## config.mk

```make
export PLATFORM = sky130hd
export DESIGN_NAME = mesm6_mem_arbiter
export DESIGN_NICKNAME = d
export VERILOG_FILES = /design/src/rtl/mesm6_pkg.sv /design/src/rtl/mesm6_mem_arbiter.sv
export SDC_FILE = /design/constraint.sdc
export NUM_CORES = 1
export LEC_CHECK = 0
export CAP_MARGIN = 40
export CORE_AREA = 2 2 134 136
export CTS_BUF_LIST = sky130_fd_sc_hd__clkbuf_8
export DETAILED_ROUTE_END_ITERATION = 6
export DIE_AREA = 0 0 136 138
export PLACE_DENSITY = 0.59
export SLEW_MARGIN = 20
export SYNTH_ARGS = -nofsm -noshare
export SYNTH_HDL_FRONTEND = slang
export SYNTH_SLANG_ARGS = --single-unit
```

## constraint.sdc

```tcl
create_clock -name clk -period 2.46 [get_ports clk]
set_input_delay 0.246 -clock clk [delete_from_list [all_inputs] [get_ports clk]]
set_output_delay 0.246 -clock clk [all_outputs]
set_load 0.02 [all_outputs]
```

## src/rtl/mesm6_pkg.sv

```systemverilog
`default_nettype none
// ============================================================================
// Module      : mesm6_pkg
// Description : Shared defaults and arbiter state encoding for the MESM6
//               two-master memory arbiter.
// Revision    : 1.0 - initial release
// ============================================================================
package mesm6_pkg;

    // Default memory word address and data widths
    localparam int c_DEFAULT_ADDR_W = 15;
    localparam int c_DEFAULT_DATA_W = 48;

    // Arbiter ownership states
    typedef enum logic [1:0] {
        ST_IDLE = 2'd0,
        ST_OWN0 = 2'd1,
        ST_OWN1 = 2'd2
    } arb_state_t;

endpackage : mesm6_pkg
`default_nettype wire

```

## src/rtl/mesm6_mem_arbiter.sv

```systemverilog
`default_nettype none
// ============================================================================
// Module      : mesm6_mem_arbiter
// Description : Round-robin arbiter giving two masters shared access to one
//               memory slave, with a per-transaction timeout that aborts a
//               stalled access and raises a sticky error flag.
// Revision    : 1.0 - initial release
// ============================================================================
module mesm6_mem_arbiter
    import mesm6_pkg::*;
#(
    parameter int ADDR_W  = c_DEFAULT_ADDR_W,
    parameter int DATA_W  = c_DEFAULT_DATA_W,
    parameter int TIMEOUT = 255
) (
    input  logic              clk,
    input  logic              reset,
    // master 0
    input  logic [ADDR_W-1:0] m0_addr,
    input  logic              m0_read,
    input  logic              m0_write,
    input  logic [DATA_W-1:0] m0_wdata,
    output logic [DATA_W-1:0] m0_rdata,
    output logic              m0_done,
    // master 1
    input  logic [ADDR_W-1:0] m1_addr,
    input  logic              m1_read,
    input  logic              m1_write,
    input  logic [DATA_W-1:0] m1_wdata,
    output logic [DATA_W-1:0] m1_rdata,
    output logic              m1_done,
    // slave
    output logic [ADDR_W-1:0] s_addr,
    output logic              s_read,
    output logic              s_write,
    output logic [DATA_W-1:0] s_wdata,
    input  logic [DATA_W-1:0] s_rdata,
    input  logic              s_done,
    // status
    output logic [1:0]        grant,
    output logic              timeout_err
);

    // Counter holds TIMEOUT itself at the abort cycle, so it never wraps
    localparam int                 c_CNT_W = $clog2(TIMEOUT + 1);
    localparam logic [c_CNT_W-1:0] c_TMO   = c_CNT_W'(TIMEOUT);
    localparam logic [c_CNT_W-1:0] c_ONE   = c_CNT_W'(1);

    arb_state_t         r_state;
    arb_state_t         w_state_nxt;
    logic [1:0]         r_grant;
    logic               r_last;      // master that finished most recently
    logic [c_CNT_W-1:0] r_cnt;
    logic               r_err;

    logic               w_own;
    logic               w_sel;
    logic               w_rd;
    logic               w_wr;
    logic               w_req_act;
    logic               w_abort;
    logic               w_fin;
    logic               w_done;
    logic [DATA_W-1:0]  w_rdata;
    logic               w_m0_req;
    logic               w_m1_req;

    assign grant       = r_grant;
    assign timeout_err = r_err;

    // Owner selection, completion/abort detection, slave and master muxing
    always_comb begin
        w_own     = (r_state != ST_IDLE);
        w_sel     = (r_state == ST_OWN1);
        w_rd      = w_sel ? m1_read  : m0_read;
        w_wr      = w_sel ? m1_write : m0_write;
        w_req_act = w_rd | w_wr;
        w_m0_req  = m0_read | m0_write;
        w_m1_req  = m1_read | m1_write;
        // s_done wins over a timeout landing in the same cycle
        w_abort   = w_own & w_req_act & ~s_done & (r_cnt == c_TMO);
        w_fin     = w_own & (s_done | w_abort | ~w_req_act);

        s_addr    = '0;
        s_wdata   = '0;
        s_read    = 1'b0;
        s_write   = 1'b0;
        w_done    = 1'b0;
        w_rdata   = '0;
        m0_done   = 1'b0;
        m1_done   = 1'b0;
        m0_rdata  = '0;
        m1_rdata  = '0;

        if (w_own) begin
            s_addr  = w_sel ? m1_addr  : m0_addr;
            s_wdata = w_sel ? m1_wdata : m0_wdata;
            // a combined read+write request is treated as a write
            s_write = w_wr & ~w_abort;
            s_read  = w_rd & ~w_wr & ~w_abort;
            w_done  = s_done | w_abort;
            w_rdata = w_abort ? {DATA_W{1'b1}} : s_rdata;
            if (w_sel) begin
                m1_done  = w_done;
                m1_rdata = w_rdata;
            end else begin
                m0_done  = w_done;
                m0_rdata = w_rdata;
            end
        end

        w_state_nxt = r_state;
        case (r_state)
            ST_IDLE: begin
                if (w_m0_req && w_m1_req)
                    w_state_nxt = r_last ? ST_OWN0 : ST_OWN1;
                else if (w_m0_req)
                    w_state_nxt = ST_OWN0;
                else if (w_m1_req)
                    w_state_nxt = ST_OWN1;
            end
            ST_OWN0, ST_OWN1: begin
                if (w_fin)
                    w_state_nxt = ST_IDLE;
            end
            default: w_state_nxt = ST_IDLE;
        endcase
    end

    // State, grant, round-robin pointer, timeout counter and sticky error
    always_ff @(posedge clk) begin
        if (reset) begin
            r_state <= ST_IDLE;
            r_grant <= 2'b00;
            r_last  <= 1'b1;
            r_cnt   <= '0;
            r_err   <= 1'b0;
        end else begin
            r_state <= w_state_nxt;
            r_grant <= {w_state_nxt == ST_OWN1, w_state_nxt == ST_OWN0};
            if (w_fin)
                r_last <= w_sel;
            if (!w_own || w_fin)
                r_cnt <= '0;
            else
                r_cnt <= r_cnt + c_ONE;
            if (w_abort)
                r_err <= 1'b1;
        end
    end

endmodule : mesm6_mem_arbiter
`default_nettype wire

```

==> results of run 1 <==
-- synthesized netlist by cell type (all sizes together) (3+ instances only) --
library cell,count,share of area
inv,5,0.0075
nand2,4,0.0060
buf,21,0.050
o21ai,4,0.0080
xor2,3,0.011
nor3,5,0.012
nand3,3,0.0060
clkbuf,16,0.024
mux2i,64,0.26
nor2,77,0.12
o21a,99,0.30
xnor2,3,0.011
ha,4,0.020
dfxtp,14,0.11
-- cell families after synthesis --
logic type	synth area share
flip-flops	0.1124
buffers and inverters	0.08179
AND/OR/NAND/NOR	0.1731
adder cells (fa/ha/maj)	0.02007
multiplexers	0.2569
XOR/XNOR	0.02108
AO/OA/AOI/OAI	0.3347
-- routing by layer --
| metal | vias up | routed length (um) | track usage | part of all wire |
|---|---|---|---|---|
| met5 | - | 13 | 0 | 0.00076 |
| met4 | 2 | 200 | 0.03015 | 0.012 |
| met3 | 11 | 1714 | 0.04180 | 0.10 |
| met2 | 219 | 8385 | 0.2997 | 0.49 |
| met1 | 1778 | 6888 | 0.2002 | 0.40 |
| li1 | 1909 | - | - | - |
-- power by group --
group / leakage (nW) / total [mW] / internal, mW / switching, mW
sequential: 0.114 / 0.252 / 0.244 / 0.00792
combinational: 2.80 / 2.35 / 1.12 / 1.23
clock: 0.0216 / 0.191 / 0.109 / 0.0823
-- worst max-delay path, stage by stage (launching register included) --
cell	delay, ns
dfxtp_2	0.33
inv_2	0.05
ha_4	0.16
and4bb_1	0.27
nand4_2	0.12
a211oi_4	0.31
buf_8	0.23
buf_12	0.14
o21a_1	0.16
buf_6	0.13
-- flip-flops by register name, indices dropped and copies added (netlist names) --
register / flops
grant: 2
r_state: 2
r_last: 1
r_cnt: 8
timeout_err: 1
-- timing repair --
item                                    4_1_cts  5_1_grt
resized for setup                           491       46
setup buffers                                 3        2
hold buffers                                  0        0
gates cloned                                  5        4
endpoints found under the setup margin      142      109
pin swaps                                     4        6
-- final cells by class --
cell class / instances / area (um^2)
tap: 229 / 286.5
sequential: 14 / 282.8
inverter: 5 / 18.77
fill: 1858 / 10970
clock buffer: 3 / 41.29
timing repair buffer: 391 / 3864
antenna: 1 / 2.502
multi-input combinational: 283 / 2071
-- metrics by stage --
| stage | power [mW] | setup slack (ns) | utilization | instance area (um^2) |
|---|---|---|---|---|
| finish | 2.796 | 0.05062 | 0.3745 | 6566 |
| global route | 2.955 | -0.02581 | 0.3745 | 6566 |
| CTS | 2.795 | -0.1131 | 0.3659 | 6416 |
| detailed placement | 2.722 | -0.2613 | 0.3698 | 6484 |
| global placement | 2.732 | -0.2823 | 0.3698 | 6484 |
| floorplan | 1.372 | 0.3466 | - | 2494 |
-- worst max-delay path by stage --
stage	slack (ns)	from	to	cells past startpoint
floorplan	0.35	r_state[0]	s_read	8
global placement	-0.28	s_done	m0_rdata[41]	8
detailed placement	-0.26	s_done	m1_rdata[45]	8
CTS	-0.11	r_state[0]	m1_rdata[45]	11
global route	-0.03	r_state[0]	m0_rdata[9]	9
finish	0.05	r_state[0]	m0_rdata[9]	9
==> flow_summary_export.csv, run 1 <==
group,metric,value,unit
clocking,htreeDepth,1,
timing,rsz0062_at_grt,"yes",
global_routing,grt_max_degree,45,
final_layout,final_cells,926,
clocking,clock_path_buffers,2,
die,die_h,138,um
timing,clock_skew,0.004104,ns
timing,worst_pin_slew,0.3698,ns
logic_synthesis,synth_nets,524,
logic_synthesis,synth_cells,339,
route,first_iter_violations,108,
logic_synthesis,ys_seq_elements,14,
timing,fmax,415.0,MHz
logic_synthesis,syn_area_per_cell,7.356,um^2
die,dieArea,18770,um^2
logic_synthesis,async_reset_ff_frac,0,
min_path,holdPathEnd,"timeout_err",
global_routing,grt_util_all_layers,0.1667,
timing,setup_violations,0,
global_routing,first_global_vias,3966,
placed_design,place_hpwl,13450,um
power_and_ir_drop,p_leak,2.936,nW
timing,hold_violations,0,
worst_setup_path,r2r_setup_slack,0.46,ns
die,die_w,136,um
route,firstDrtPassIters,4,
min_path,hold_depth,2,
logic_synthesis,synth_flop_cell,"dfxtp_1",
route,num_vias,3919,
min_path,min_from,"timeout_err",
worst_setup_path,reg2regPathDepth,9,
logic_synthesis,ys_seq_area_frac,0.1124,
worst_setup_path,start_kind,"flop",
global_routing,grt-ovfl-total,0,
route,wl_per_cell,18.58,um
final_layout,drive_gt1_frac,0.2385,
die,rows,49,
power_and_ir_drop,irDropWorstVdd,0.0001998,V
final_layout,layout_common_cells,"clkdlybuf4s50_1, o21a_1, nor2_1",
logic_synthesis,synth_edf_count,0,
logic_synthesis,yosys.cell_types.count,32,
die,core_region_area,17530,um^2
clocking,cts.reportedPaths.clkPinSlew,0.06,ns
die,start_util,0.1422,
clocking,cts_root_buffer,"clkbuf_8",
clocking,clock-sinks,14,
timing,timing.setup.tns,0,ns
run_status,status,"completed",
timing,timing.hold.ws,0.5032,ns
worst_setup_path,required,2.21,ns
worst_setup_path,cp_max_fo,7,
final_layout,syn2layout_area_growth,163.3,%
worst_setup_path,timing.rr.end,"grant[1]",
placed_design,gp_congestion,0.8069,
worst_setup_path,worst_setup_path_end_kind,"output pin",
clocking,cts_buffers,3,
worst_setup_path,r2r_start,"r_state[0]",
power_and_ir_drop,power_density,425.8,nW/um^2
worst_setup_path,criticalPathCategory,"reg -> out",
timing,maxSlewHeadroom,0.7531,
global_routing,grt_first_pass_wirelength,24100,um
clocking,tritoncts,"done",
route,drc,0,
placed_design,port-buffer-count,346,
final_layout,final_common_cell,"clkdlybuf4s50_1",
die,ios,347,
worst_setup_path,arrival,2.16,ns
final_layout,final_net_count,883,
clocking,clock_latency,0.25,ns
logic_synthesis,ys_warn_count,0,
timing,period_minus_slack,2.409,ns
run,cap_viol_max_count,0,
route,drt_wl_total,17200,um
logic_synthesis,synth_area,2494,um^2
route,ant_nets,0,
global_routing,antenna_found_initial,2,
placed_design,dp.cells,910,
route,vias_per_cell,4.232,
timing,slew_violations,0,
timing,timing.final.crit_share,0.9794,
min_path,hold_path_class,"reg -> reg",
(Power assumes the default switching activity.)
==> run 2, diff against run 1 <==
- CORE_AREA: 2 2 134 136 -> 2 2 135 137
- CTS_CLUSTER_SIZE: default -> 24
- DIE_AREA: 0 0 136 138 -> 0 0 137 139
- PLACE_DENSITY: 0.59 -> 0.6
- clock period: 2.46 -> 2.2 ns (I/O delays scaled with it)
==> run 2 against run 1 <==
The run now ends with negative setup slack left. Cell count rose by 2.7%. Register-to-register slack got worse by 0.32 ns. Sequential share of layout area fell by 0.36 points. Core utilization rose by 3.1 points. Count of clock-buffer cells in the layout did not move. Non-clock buffer count rose by 26. Power rose by 18%. Sequential cell count did not move. Critical path depth rose by 2. First-iteration DRC count fell by 15%. Combinational power rose by 19%. Die area rose by 1.5%. Critical endpoint is now m0_rdata[19]. Highest routed layer is now met4.
==> flow_summary_export.csv, run 2 (same netlist as run 1, synthesis figures left out) <==
group,metric,value,unit
clocking,clock-sinks,14,
worst_setup_path,r2r_start,"r_state[0]",
timing,worst_pin_slew,0.5415,ns
power_and_ir_drop,power_density,459.6,nW/um^2
worst_setup_path,cp_slowest_cell,"dfxtp_2",
final_layout,largest_reg_flops,8,
placed_design,port-buffer-count,346,
power_and_ir_drop,p_total,3.291,mW
clocking,cts_hold_buf,0,
final_layout,antenna_cells,0,
worst_setup_path,cp_slowest_stage_delay,0.33,ns
global_routing,antenna_found_initial,0,
timing,timing.final.ws_setup,-0.2039,ns
timing,fmax,416.0,MHz
worst_setup_path,worst_setup_path_end_kind,"output pin",
placed_design,pre_cts_slack,-0.4534,ns
clocking,cts.reportedPaths.clkPinSlew,0.06,ns
worst_setup_path,cp_cell_sequence,"inv_2, ha_4, and4bb_1, nand4_2, a211oi_4, buf_6, buf_12, buf_4, buf_6, o21a_1, buf_12",
worst_setup_path,r2r_setup_slack,0.14,ns
timing,timing.setup.tns,-13.52,ns
die,core_region_area,17660,um^2
global_routing,grt_util_all_layers,0.1522,
final_layout,final_common_cell,"clkdlybuf4s50_1",
final_layout,syn2layout_area_growth,187.2,%
worst_setup_path,arrival,2.18,ns
worst_setup_path,criticalPathCategory,"reg -> out",
global_routing,grt-ovfl-total,0,
global_routing,grt_max_degree,53,
route,drt_wl_total,16790,um
timing,timing.final.crit_share,1.093,
min_path,hold_depth,2,
timing,rsz0062_at_grt,"yes",
timing,period_minus_slack,2.404,ns
final_layout,fillCellCount,1836,
route,vias_per_cell,4.200,
placed_design,dp.cells,920,
timing,maxSlewHeadroom,0.6376,
final_layout,drive_gt1_frac,0.3186,
timing,clock_skew,0.0007582,ns
worst_setup_path,crit_family,"buffers and inverters",
worst_setup_path,cp_max_fo,7,
die,ios,347,
final_layout,final_net_count,909,
clocking,clock_path_buffers,2,
timing,timing.hold.ws,0.4761,ns
route,first_iter_violations,92,
run,cap_viol_max_count,0,
timing,setup_violations,101,
final_layout,utilization,0.4055,
die,die_h,139,um
clocking,cts_buffers,3,
final_layout,fin_area,7161,um^2
clocking,htreeDepth,1,
die,start_util,0.1412,
route,ant_nets,0,
final_layout,top_register,"r_cnt",
global_routing,grt_first_pass_wirelength,22630,um
worst_setup_path,required,1.98,ns
route,firstDrtPassIters,4,
worst_setup_path,timing.rr.end,"grant[1]",
placed_design,post_dp_cell_area,6566,um^2
min_path,min_from,"timeout_err",
placed_design,place_hpwl,13220,um
power_and_ir_drop,p_leak,3.232,nW
final_layout,final_cells,951,
placed_design,gp_congestion,0.7620,
worst_setup_path,crit_buf_inv,6,
min_path,holdPathEnd,"timeout_err",
power_and_ir_drop,irDropWorstVdd,0.0002698,V
global_routing,first_global_vias,3983,
worst_setup_path,start_kind,"flop",
clocking,tritoncts,"done",
min_path,hold_path_class,"reg -> reg",
die,die_w,137,um
clocking,clock_latency,0.24,ns
timing,slew_violations,0,
route,drc,0,
die,rows,49,
worst_setup_path,reg2regPathDepth,10,
clocking,cts_root_buffer,"clkbuf_8",
route,wl_per_cell,17.66,um
run_status,violations,"negative setup slack",
die,dieArea,19040,um^2
final_layout,layout_common_cells,"clkdlybuf4s50_1, buf_6, o21a_1",
run_status,status,"finished with violations",
route,num_vias,3994,
timing,hold_violations,0,
==> run 2: cell count changes in the layout (fill, tap and decap cells not counted), moves of 10 or more <==
cell             before  now
buf_4                38   48
buf_6                33  103
clkdlybuf4s50_1     197  186
dlygate4sd2_1        33    2
dlymetal6s2s_1       12   23
buf_2                54    2
clkbuf_2              1   24
==> run 2: worst reg2reg max path: stages (launching register included) <==
cell      delay (ns)
dfxtp_2         0.33
inv_2           0.05
buf_4           0.13
ha_4            0.18
nor3_4          0.27
buf_4           0.15
buf_4           0.09
a211oi_2        0.04
and2_1          0.23
a32oi_2         0.26
nor4b_2         0.24
==> run 2: worst max-delay path by stage <==
stage | startpoint | cells past startpoint | end | slack, ns
after global routing | r_state[1] | 11 | m1_rdata[25] | -0.32
after global placement | s_done | 8 | m0_rdata[26] | -0.44
final | r_state[0] | 11 | m0_rdata[19] | -0.20
after CTS | r_state[0] | 9 | m0_rdata[24] | -0.26
after detailed placement | s_done | 8 | m0_rdata[26] | -0.45
after floorplan | r_state[0] | 8 | s_read | 0.11
==> run 2: area by class of cell <==
| type | count | area [um^2] | share of cell area |
|---|---|---|---|
| clock buffer | 3 | 41.29 | 0.005766 |
| multi-input combinational | 283 | 2121 | 0.2962 |
| tap | 229 | 286.5 | 0.04001 |
| sequential | 14 | 282.8 | 0.03949 |
| inverter | 5 | 18.77 | 0.002621 |
| timing repair buffer | 417 | 4410 | 0.6159 |
==> run 2: power breakdown <==
part / total, mW / leakage [nW] / switching, mW / internal [mW]
clock network: 0.205 / 0.0216 / 0.0843 / 0.121
logic: 2.80 / 3.10 / 1.40 / 1.40
registers: 0.282 / 0.114 / 0.00887 / 0.273
==> run 2: layer usage <==
layer  track usage  wire length (um)
met1        0.1821              6463
met2        0.2713              8259
met3       0.04532              1903
met4       0.02170               166
met5             0                 0
==> run 2: repair_timing <==
action	in CTS	in global routing
setup buffers	0	21
pin swaps	0	8
gates cloned	0	7
endpoints found under the setup margin	161	157
resized for setup	422	302
